`src/rtl/filter_coef_ctrl.sv`:
```
// Coefficient shadow/active bank controller for the 5x5 luma filter.
// Host writes go to a shadow bank; a commit copies it to the active outputs on the next V-sync rise.
module filter_coef_ctrl #(
  parameter int COEF_WIDTH = 10,
  parameter int NUM_COEF   = 25,
  parameter int CENTER_IDX = 12,
  parameter int UNITY      = 64
) (
  input  logic                           clk,
  input  logic                           rst,
  input  logic                           i_vs,
  input  logic                           i_wr_valid,
  input  logic [4:0]                     i_wr_addr,
  input  logic [COEF_WIDTH-1:0]          i_wr_data,
  output logic                           o_wr_ready,
  input  logic                           i_load_default,
  input  logic                           i_commit,
  input  logic                           i_bypass,
  output logic [NUM_COEF*COEF_WIDTH-1:0] o_coef,
  output logic                           o_bypass,
  output logic                           o_pending,
  output logic                           o_update,
  output logic                           o_err
);

  typedef enum logic [1:0] {S_IDLE, S_INIT, S_PEND} state_t;
  typedef logic [NUM_COEF-1:0][COEF_WIDTH-1:0] bank_t;

  localparam logic [4:0] ADDR_LIM = 5'(NUM_COEF);
  localparam logic [4:0] LAST_IDX = 5'(NUM_COEF - 1);
  localparam logic [4:0] CTR_IDX  = 5'(CENTER_IDX);

  function automatic bank_t ident_bank();
    bank_t b;
    b = '0;
    b[CENTER_IDX] = COEF_WIDTH'(UNITY);
    return b;
  endfunction

  localparam bank_t IDENT = ident_bank();

  state_t state_q, state_d;
  bank_t  shadow_q, shadow_d;
  bank_t  active_q, active_d;
  logic   bypass_q, bypass_d;
  logic   bp_latch_q, bp_latch_d;
  logic   [4:0] cnt_q, cnt_d;
  logic   vs_q;
  logic   update_q, update_d;
  logic   err_q, err_d;

  logic vs_rise;
  logic wr_fire;
  logic addr_ok;

  assign vs_rise = i_vs & ~vs_q;
  assign wr_fire = i_wr_valid & o_wr_ready;
  assign addr_ok = i_wr_addr < ADDR_LIM;

  always_ff @(posedge clk or posedge rst) begin
    if (rst) begin
      state_q <= S_IDLE;
    end else begin
      state_q <= state_d;
    end
  end

  always_comb begin
    state_d = state_q;
    case (state_q)
      S_IDLE: begin
        if (i_load_default)   state_d = S_INIT;
        else if (i_commit)    state_d = S_PEND;
      end
      S_INIT: if (cnt_q == LAST_IDX) state_d = S_IDLE;
      S_PEND: if (vs_rise)           state_d = S_IDLE;
      default: state_d = S_IDLE;
    endcase
  end

  always_comb begin
    o_wr_ready = (state_q == S_IDLE);
    o_pending  = (state_q == S_PEND);
  end

  always_comb begin
    shadow_d   = shadow_q;
    active_d   = active_q;
    bypass_d   = bypass_q;
    bp_latch_d = bp_latch_q;
    cnt_d      = cnt_q;
    update_d   = 1'b0;
    err_d      = 1'b0;
    case (state_q)
      S_IDLE: begin
        // The write lands in the same edge as a commit, so the commit carries it.
        if (wr_fire) begin
          if (addr_ok) shadow_d[i_wr_addr] = i_wr_data;
          else         err_d = 1'b1;
        end
        if (i_load_default) begin
          cnt_d = '0;
          if (i_commit) err_d = 1'b1;
        end else if (i_commit) begin
          bp_latch_d = i_bypass;
        end
      end
      S_INIT: begin
        shadow_d[cnt_q] = (cnt_q == CTR_IDX) ? COEF_WIDTH'(UNITY) : '0;
        cnt_d = cnt_q + 5'd1;
        if (i_commit || i_load_default) err_d = 1'b1;
      end
      S_PEND: begin
        if (vs_rise) begin
          active_d = shadow_q;
          bypass_d = bp_latch_q;
          update_d = 1'b1;
        end
        if (i_commit || i_load_default) err_d = 1'b1;
      end
      default: ;
    endcase
  end

  always_ff @(posedge clk or posedge rst) begin
    if (rst) begin
      shadow_q   <= IDENT;
      active_q   <= IDENT;
      bypass_q   <= 1'b1;
      bp_latch_q <= 1'b0;
      cnt_q      <= '0;
      vs_q       <= 1'b0;
      update_q   <= 1'b0;
      err_q      <= 1'b0;
    end else begin
      shadow_q   <= shadow_d;
      active_q   <= active_d;
      bypass_q   <= bypass_d;
      bp_latch_q <= bp_latch_d;
      cnt_q      <= cnt_d;
      vs_q       <= i_vs;
      update_q   <= update_d;
      err_q      <= err_d;
    end
  end

  assign o_coef   = active_q;
  assign o_bypass = bypass_q;
  assign o_update = update_q;
  assign o_err    = err_q;

endmodule
```
`config.mk`:
```
export PLATFORM = sky130hd
export DESIGN_NAME = filter_coef_ctrl
export DESIGN_NICKNAME = d
export VERILOG_FILES = /design/src/rtl/filter_coef_ctrl.sv
export SDC_FILE = /design/constraint.sdc
export NUM_CORES = 1
export LEC_CHECK = 0
export CAP_MARGIN = 20
export CORE_MARGIN = 2
export CORE_UTILIZATION = 59
export DETAILED_ROUTE_END_ITERATION = 12
export MAX_ROUTING_LAYER = met4
export PLACE_DENSITY = 0.85
export SYNTH_ARGS = -nofsm -noshare
export SYNTH_HDL_FRONTEND = slang
export SYNTH_SLANG_ARGS = --single-unit
```
`constraint.sdc`:
```
create_clock -name clk -period 33.3 [get_ports clk]
set_clock_uncertainty 0.15 [all_clocks]
set_input_delay 6.66 -clock clk [delete_from_list [all_inputs] [get_ports clk]]
set_output_delay 6.66 -clock clk [all_outputs]
set_load 0.1 [all_outputs]
```
## After elaboration in Yosys (flattened, before gate mapping)

Cells that the tools add are included.

| storage, ports and cells | value |
|---|---|
| register bits | 512 |
| bits of input ports | 22 |
| output and inout port bits | 255 |

| operators by class | value |
|---|---|
| add/sub/neg operators | 1 |
| order comparisons | 5 |
| equal/unequal tests | 10 |
| multiplexer cells | 25 |
| bitwise gates (word level) | 4 |
| reductions and logical operators | 11 |

Operator list:

| operator | count |
|---|---|
| $bwmux W250 | 2 |
| $mux W250 | 2 |
| $pmux W250 S2 | 1 |
| $demux W10 S5 | 2 |
| $mux W10 | 2 |
| $lt A5 B6 Y1 const B | 2 |
| $ge A5 B1 Y1 const B | 2 |
| $pmux W5 S2 | 1 |
| $reduce_and A3 Y1 | 3 |
| $mux W2 | 4 |
| $ne A2 B1 Y1 const B | 4 |
| $mux W1 | 7 |
| $mux W7 | 1 |
| $pmux W2 S3 | 1 |
| $add A5 B1 Y5 const B | 1 |
| $eq A5 B4 Y1 const B | 1 |
| $eq A5 B5 Y1 const B | 1 |
| $lt A5 B5 Y1 const B | 1 |
| $mux W5 | 1 |
| $reduce_and A2 Y1 | 2 |
| $ne A3 B1 Y1 const B | 1 |
| $and A1 B1 Y1 | 2 |
| $eq A2 B1 Y1 const B | 1 |
| $eq A2 B2 Y1 const B | 1 |
| 8 further kinds | 10 |

## Longest topological paths before layout

Gate-level depths: netlist of the first run.

| logic depth | value |
|---|---|
| word-level depth | 8 |
| mapped depth | 10 |
| gate-level depth less buffers | 7 |

## Least setup slack after synthesis of the first run

OpenSTA, ideal clock, no wires.

| timing path | value |
|---|---|
| path type | input to register |
| from | in i_wr_addr[1] |
| to | reg shadow_q[130] (netlist bit) |
| setup time | 125 ps |
| arrival time | 8,042 ps |
| data required time | 33,025 ps |
| slack | 24,983 ps |
| stages | 4 |
| buffers on the path | 0 |
| path through | nor3_4 o211ai_4 o32ai_4 mux2_2 |

| on the way | value |
|---|---|
| cells in the longest elaborated chain, start to end | 8 |

RTL lines:

| what | line | source |
|---|---|---|
| start, declared | 13 | `input logic [4:0] i_wr_addr,` |
| $lt A5 B6 Y1 (not written as such) / $ge A5 B1 Y1 (equally long branches) | 98 | `if (addr_ok) shadow_d[i_wr_addr] = i_wr_data;` |
| $logic_and A1 B1 Y1 (not written as such) | 98 |  |
| $mux W10 (not written as such) | 98 |  |
| $demux W10 S5 | 98 |  |
| $bwmux W250 | 98 |  |
| $mux W250 | 98 |  |
| $mux W250 | 97 | `if (wr_fire) begin` |
| $pmux W250 S2 | 94 | `case (state_q)` |
| end signal, assigned | 136 | `shadow_q <= shadow_d;` |
| end, declared | 43 | `bank_t shadow_q, shadow_d;` |

Parallel ways exist; a longest one is shown, timed or not. The select of a mux whose other input is x is not followed.
A chain may end at the register's enable or synchronous reset.

## Worst setup path after layout of the first run

| timing path | value |
|---|---|
| from | reg state_q[1] |
| to | out o_wr_ready |

| on the way | value |
|---|---|
| cells in the longest elaborated chain, start to end | 1 |

RTL lines:

| what | line | source |
|---|---|---|
| start, declared | 42 | `state_t state_q, state_d;` |
| start signal, assigned | 64 | `state_q <= state_d;` |
| $logic_not A2 Y1 | 82 | `o_wr_ready = (state_q == S_IDLE);` |
| end, declared | 15 | `output logic o_wr_ready,` |

No other way between the ends.

==> results.json, run 1 <==
{
  "postSynthCellCount": 1953,
  "root_buffer": "clkbuf_16",
  "placedInstanceArea_mm2": 0.0237,
  "cp.arrival_ns": 2.95,
  "worst_path_dominant_cell_family": "buffers and inverters",
  "fin_util_pct": 73.4,
  "async_reset_ff_share_pct": 100,
  "total_power_mw": 2.31,
  "die_x_um": 191,
  "intPower_mw": 1.28,
  "io_buffers": 276,
  "fp-row-count": 68,
  "gp_congestion": 0.931,
  "synth_cell_types": 56,
  "clock-sinks": 512,
  "areaGrowthSynthToFinish_pct": 22.8,
  "finalCritPeriodShare_pct": 29.3,
  "crit_type": "flip-flop to output port",
  "syn_area_per_cell_um2": 10.6,
  "worst_hold_path_type": "flip-flop to flip-flop",
  "synthesis.nets": 1983,
  "hold_buffers": 0,
  "core_area_mm2": 0.0345,
  "numCtsBuffers": 49,
  "power_frac_seq_pct": 35.9,
  "drive_above_1_share_pct": 12.1,
  "grt_max_degree": 144,
  "cap_violations": 0,
  "cts.path.max_buffers": 3,
  "synth_edf_count": 0,
  "drcViolationCount": 0,
  "tightestPinTransition_ns": 1.11,
  "leakagePower_nw": 12.6,
  "wire_per_inst_um": 21.5,
  "cts_resized": 0,
  "synth_seq_area_share_pct": 62.0,
  "synth_top_flop_cell": "dfrtp_1",
  "peakVddDrop_mv": 0.101,
  "final_antenna_net_count": 0,
  "grt_pass1_wl_um": 89400,
  "start_kind": "flip-flop",
  "overflow": 0,
  "wirelength_um": 57400,
  "clk_pin_slew_ns": 0.07,
  "vias": 15863,
  "slew_viol_final": 0,
  "fillers": 2286,
  "crit_path_end_kind": "output port",
  "cts_setup_buffers": 0,
  "fin_nets": 2211,
  "met2_usage_pct": 50.6,
  "first_pass_iters": 6,
  "cp_max_fo": 18,
  "cp_cell_sequence": "inv_1, ha_1, clkdlybuf4s50_1",
  "io_pins": 277,
  "drt_iter0_markers": 1757,
  "critPathMaxStageDelay_ns": 1.31,
  "clkPwrFrac_pct": 24.5,
  "status": "complete, no violations",
  "grt_antenna_before_repair": 1,
  "dpl.hpwl_um": 36400,
  "relSlewSlack_pct": 26.3,
  "setup_viol": 0,
  "cts.htree.levels": 2,
  "power_frac_comb_pct": 39.6,
  "stdcell_area_mm2": 0.0254,
  "finalSetupTns_ns": 0,
  "dieArea_mm2": 0.0365,
  "critPathBufInv": 2,
  "grt_pass1_vias": 16173,
  "final.min_clock_period_ns": 9.76,
  "rsz0062_at_grt": "no",
  "crit_required_ns": 26.49,
  "vias_per_cell": 5.93,
  "top_usage_layer": "met2",
  "die_h_um": 191,
  "crit_path_top_delay_cell": "clkdlybuf4s50_1",
  "cellPowerDensity_mw_per_mm2": 90.9,
  "insertion_delay_ns": 0.57,
  "fmax_ghz": 0.102,
  "cts_tree": "yes",
  "start_util_pct": 59.8,
  "ys_ff_latch": 512,
  "grt_use_met1_pct": 42.4,
  "synth.yosys.warnings": 0,
  "p_switching_mw": 1.03,
  "holdWs_ns": 0.306,
  "swShare_pct": 44.7,
  "use_met3_pct": 5.91,
  "syn_area_mm2": 0.0207,
  "grt.total_usage_pct": 32.5,
  "hold_violations": 0
}
==> registers in the layout, indices dropped and copies added, names as in the netlist <==
register / count
o_update: 1
bp_latch_q: 1
o_coef: 250
state_q: 2
o_bypass: 1
o_err: 1
shadow_q: 250
vs_q: 1
cnt_q: 5
==> final cells by class <==
class	count	area (um2)	share of cell area, %
clock buffer	71	1430	5.63
inverter	14	65.1	0.256
multi-input combinational	1313	7360	29.0
clock inverter	17	216	0.853
sequential	512	12800	50.5
tap	455	569	2.24
timing repair buffer	291	2920	11.5
antenna	1	2.50	0.00986
==> synthesized netlist by cell type, drive strengths merged, types with 3 or more instances <==
cell type / number / area [um2]
or2: 3 / 18.8
a2bb2oi: 6 / 90.1
o21ai: 14 / 92.6
nand2: 786 / 2950
and3: 3 / 18.8
nand2b: 8 / 50.1
a22o: 59 / 517
ha: 8 / 100
and2: 4 / 25.0
dfstp: 3 / 78.8
inv: 13 / 48.8
mux2: 131 / 1480
a21oi: 6 / 30.0
nor2: 136 / 510
o2bb2ai: 3 / 26.3
and3b: 3 / 26.3
dfrtp: 509 / 12700
clkbuf: 101 / 379
a32oi: 4 / 35.0
nor2b: 19 / 119
a32o: 61 / 611
o22ai: 12 / 134
buf: 13 / 56.3
nor3b: 4 / 30.0
nand3: 7 / 40.0
o2111ai: 3 / 45.0
nor3: 8 / 66.3
o32ai: 8 / 190
==> worst paths after layout <==
check	from	endpoint	slack [ns]	cells after the start
setup / recovery	state_q[1]	o_wr_ready	23.54	3
hold / removal	shadow_q[124]	o_coef[124]	0.31	2
setup reg to reg	state_q[0]	o_coef[112]	29.71	9
hold reg to reg	shadow_q[124]	o_coef[124]	0.31	2
max in group asynchronous	rst	shadow_q[14]	24.01	4
min in group asynchronous	rst	o_coef[201]	6.57	2
==> power groups by stage <==
stage / clock network [mW] / logic, mW / registers (mW)
floorplan: 0 / 0.223 / 1.29
global placement: 0 / 0.891 / 0.829
detailed placement: 0 / 0.907 / 0.835
CTS: 0.570 / 0.911 / 0.827
global route: 0.595 / 0.949 / 0.839
finish: 0.566 / 0.913 / 0.829
==> through the flow <==
| stage | setup WS [ns] | instances |
|---|---|---|
| global route | 23.48 | 2674 |
| global placement | 23.32 | 2583 |
| CTS | 23.55 | 2671 |
| detailed placement | 23.17 | 2583 |
| floorplan | 12.20 | 1953 |
| finish | 23.54 | 2674 |
==> layout by cell type, fill, tap and decap left out, types with 5 or more instances in the layout <==
cell	count
a21oi_1	6
a22o_1	59
a2bb2oi_2	6
a32o_1	61
buf_4	13
clkbuf_1	10
clkbuf_16	49
clkbuf_8	12
clkdlybuf4s50_1	276
clkinv_2	8
dfrtp_1	509
ha_1	8
inv_1	10
mux2_2	131
nand2_1	785
nand2b_1	8
nand3_1	6
nor2_1	136
nor2b_1	19
o21ai_0	7
o21ai_2	6
o22ai_1	5
o22ai_2	5
o32ai_4	6
==> routing by layer <==
metal	vias to the layer above	part of all wire (%)
li1	6907	-
met1	8032	40
met2	766	48
met3	158	8.1
met4	0	4.4
met5	-	0
==> cells by family (layout without fill, tap and decap cells) <==
logic type / Yosys count / in the layout / synth area share, %
AOI/OAI and AO/OA: 184 / 184 / 8.95
xor gates and xnor gates: 1 / 1 / 0.0424
adders and majority gates: 8 / 8 / 0.485
buffers and inverters: 128 / 393 / 2.36
DFF: 512 / 512 / 62.0
muxes: 132 / 132 / 7.19
other: 0 / 1 / 0
and+or+nand+nor: 988 / 988 / 18.9
==> worst register-to-register path: stages (launching register included) <==
cell and delay (ns):
dfrtp_1 0.41, inv_1 0.10, ha_1 0.25, inv_1 0.06
or2_4 0.46, inv_6 0.77, buf_4 0.79, buf_16 0.32
nand2_1 0.16, nand2_1 0.08
No activity file was read; power rests on OpenSTA's default activity.
==> run 2: changes to the inputs <==
- CORE_UTILIZATION: 59 -> 55
- PLACE_DENSITY: 0.85 -> 0.8
- clock period: 33.3 -> 9.6 ns (I/O delays scaled with it)
==> run 2 against run 1 <==
Compared with the run above:
- combinational power grew to 3.5 times the previous value
- critical path depth unchanged
- via count decreased by 1.8%
- register-to-register slack got worse by 24 ns
- clock power grew to 3.6 times the previous value
- wire length shrank 2.1%
==> results.json, run 2 (synthesized netlist as in run 1, its figures left out) <==
{
  "worst_hold_path_type": "flip-flop to flip-flop",
  "final_common_cell": "nand2_1",
  "root_buffer": "clkbuf_16",
  "cts_tree": "yes",
  "grt_antenna_before_repair": 3,
  "overflow": 0,
  "cp_max_fo": 18,
  "regToRegSetupSlack_ns": 5.89,
  "leakagePower_nw": 12.7,
  "relSlewSlack_pct": 26.9,
  "grt_max_degree": 190,
  "numCtsBuffers": 49,
  "p_switching_mw": 3.55,
  "vias_per_cell": 5.79,
  "wire_per_inst_um": 20.9,
  "worstSetupEndpoint": "o_wr_ready",
  "drcViolationCount": 0,
  "cts.htree.levels": 2,
  "regToRegStartpoint": "state_q[0]",
  "clk_pin_slew_ns": 0.06,
  "fp-row-count": 70,
  "fin_nets": 2214,
  "hold_violations": 0,
  "drive_above_1_share_pct": 12.4,
  "grt_pass1_vias": 15905,
  "core_area_mm2": 0.0368,
  "start_util_pct": 56.2,
  "tightestPinTransition_ns": 1.09,
  "hold_buffers": 0,
  "rsz0062_at_grt": "no",
  "crit_start": "state_q[1]",
  "wirelength_um": 56200,
  "fmax_ghz": 0.198,
  "final_antenna_net_count": 0,
  "slew_viol_final": 0,
  "cts.path.max_buffers": 3,
  "dpl.hpwl_um": 36200,
  "swShare_pct": 44.1,
  "fillers": 2704,
  "setup_viol": 0,
  "status": "complete, no violations",
  "power_frac_comb_pct": 39.2,
  "drt_iter0_markers": 1488,
  "gp_congestion": 0.900,
  "r2r_end": "o_coef[113]",
  "finalSetupTns_ns": 0,
  "power_frac_seq_pct": 35.6,
  "final_cell_mix": "nand2_1 (785), dfrtp_1 (509), clkdlybuf4s50_1 (276)",
  "clkPwrFrac_pct": 25.1,
  "dieArea_mm2": 0.0391,
  "io_pins": 277,
  "instances_no_fill": 2689,
  "cellPowerDensity_mw_per_mm2": 316,
  "reg2reg_depth": 10,
  "cp.arrival_ns": 2.99,
  "vias": 15572,
  "crit_type": "flip-flop to output port",
  "areaGrowthSynthToFinish_pct": 23.3,
  "final.min_clock_period_ns": 5.06,
  "crit_required_ns": 7.53,
  "cts_resized": 0,
  "cap_violations": 0,
  "peakVddDrop_mv": 0.245,
  "intPower_mw": 4.50,
  "clock-sinks": 512,
  "crit_path_end_kind": "output port",
  "insertion_delay_ns": 0.56,
  "die_h_um": 198,
  "grt.total_usage_pct": 30.2,
  "grt_pass1_wl_um": 88500,
  "cts_setup_buffers": 0,
  "io_buffers": 276,
  "first_pass_iters": 5,
  "start_kind": "flip-flop",
  "finalCritPeriodShare_pct": 52.7,
  "dp.cells": 2599,
  "die_x_um": 198
}
==> run 2: cell types whose count changed in the layout (fill, tap and decap cells not counted), sizes merged <==
cell    delta
buf        +3
diode      +2
inv        -1
bufinv     +3
clkinv     +1
clkbuf     -6
==> run 2: critical path: stages (launching register included) <==
cell             delay [ns]
dfrtp_1                0.42
inv_1                  0.10
ha_1                   0.59
clkdlybuf4s50_1        1.31
==> run 2: stage by stage <==
stage	hold WS [ns]	total power, mW	area, um2	setup WS, ns	util [%]
4_1_cts	0.318	8.07	25400	4.58	69.1
6_report	0.311	8.05	25500	4.54	69.3
3_5_place_dp	0.302	6.04	23700	3.99	64.5
5_1_grt	0.332	8.33	25500	4.47	69.3
3_3_place_gp	0.291	5.98	23700	4.18	64.5
2_1_floorplan	0.284	5.23	20700	0.580	-
==> run 2: worst min-delay path by stage <==
stage	startpoint	slack [ns]	to	cells after the start
finish	shadow_q[105]	0.31	o_coef[105]	2
detailed placement	shadow_q[21]	0.30	o_coef[21]	2
floorplan	bp_latch_q	0.28	o_bypass	2
global route	shadow_q[189]	0.33	o_coef[189]	2
CTS	shadow_q[52]	0.32	o_coef[52]	2
global placement	shadow_q[136]	0.29	o_coef[136]	2
==> run 2: area by class of cell <==
class / instances / area [um2] / share of cell area (%)
sequential: 512 / 12800 / 50.3
multi-input combinational: 1313 / 7360 / 28.9
timing repair buffer: 294 / 2960 / 11.6
clock buffer: 65 / 1410 / 5.52
tap: 468 / 586 / 2.30
clock inverter: 20 / 285 / 1.12
inverter: 14 / 61.3 / 0.241
antenna: 3 / 7.51 / 0.0295
==> run 2: layer usage <==
| layer | part of all wire (%) | up-vias | global-route usage (%) |
|---|---|---|---|
| li1 | - | 6902 | - |
| met1 | 41 | 7870 | 40.0 |
| met2 | 48 | 648 | 46.9 |
| met3 | 6.9 | 152 | 4.31 |
| met4 | 4.4 | 0 | 13.1 |
| met5 | 0 | - | - |
==> run 2: power groups by stage <==
stage / sequential [mW] / combinational (mW) / clock, mW
CTS: 2.87 / 3.16 / 2.05
global placement: 2.88 / 3.10 / 0
finish: 2.87 / 3.16 / 2.02
global route: 2.91 / 3.28 / 2.14
floorplan: 4.46 / 0.773 / 0
detailed placement: 2.90 / 3.15 / 0
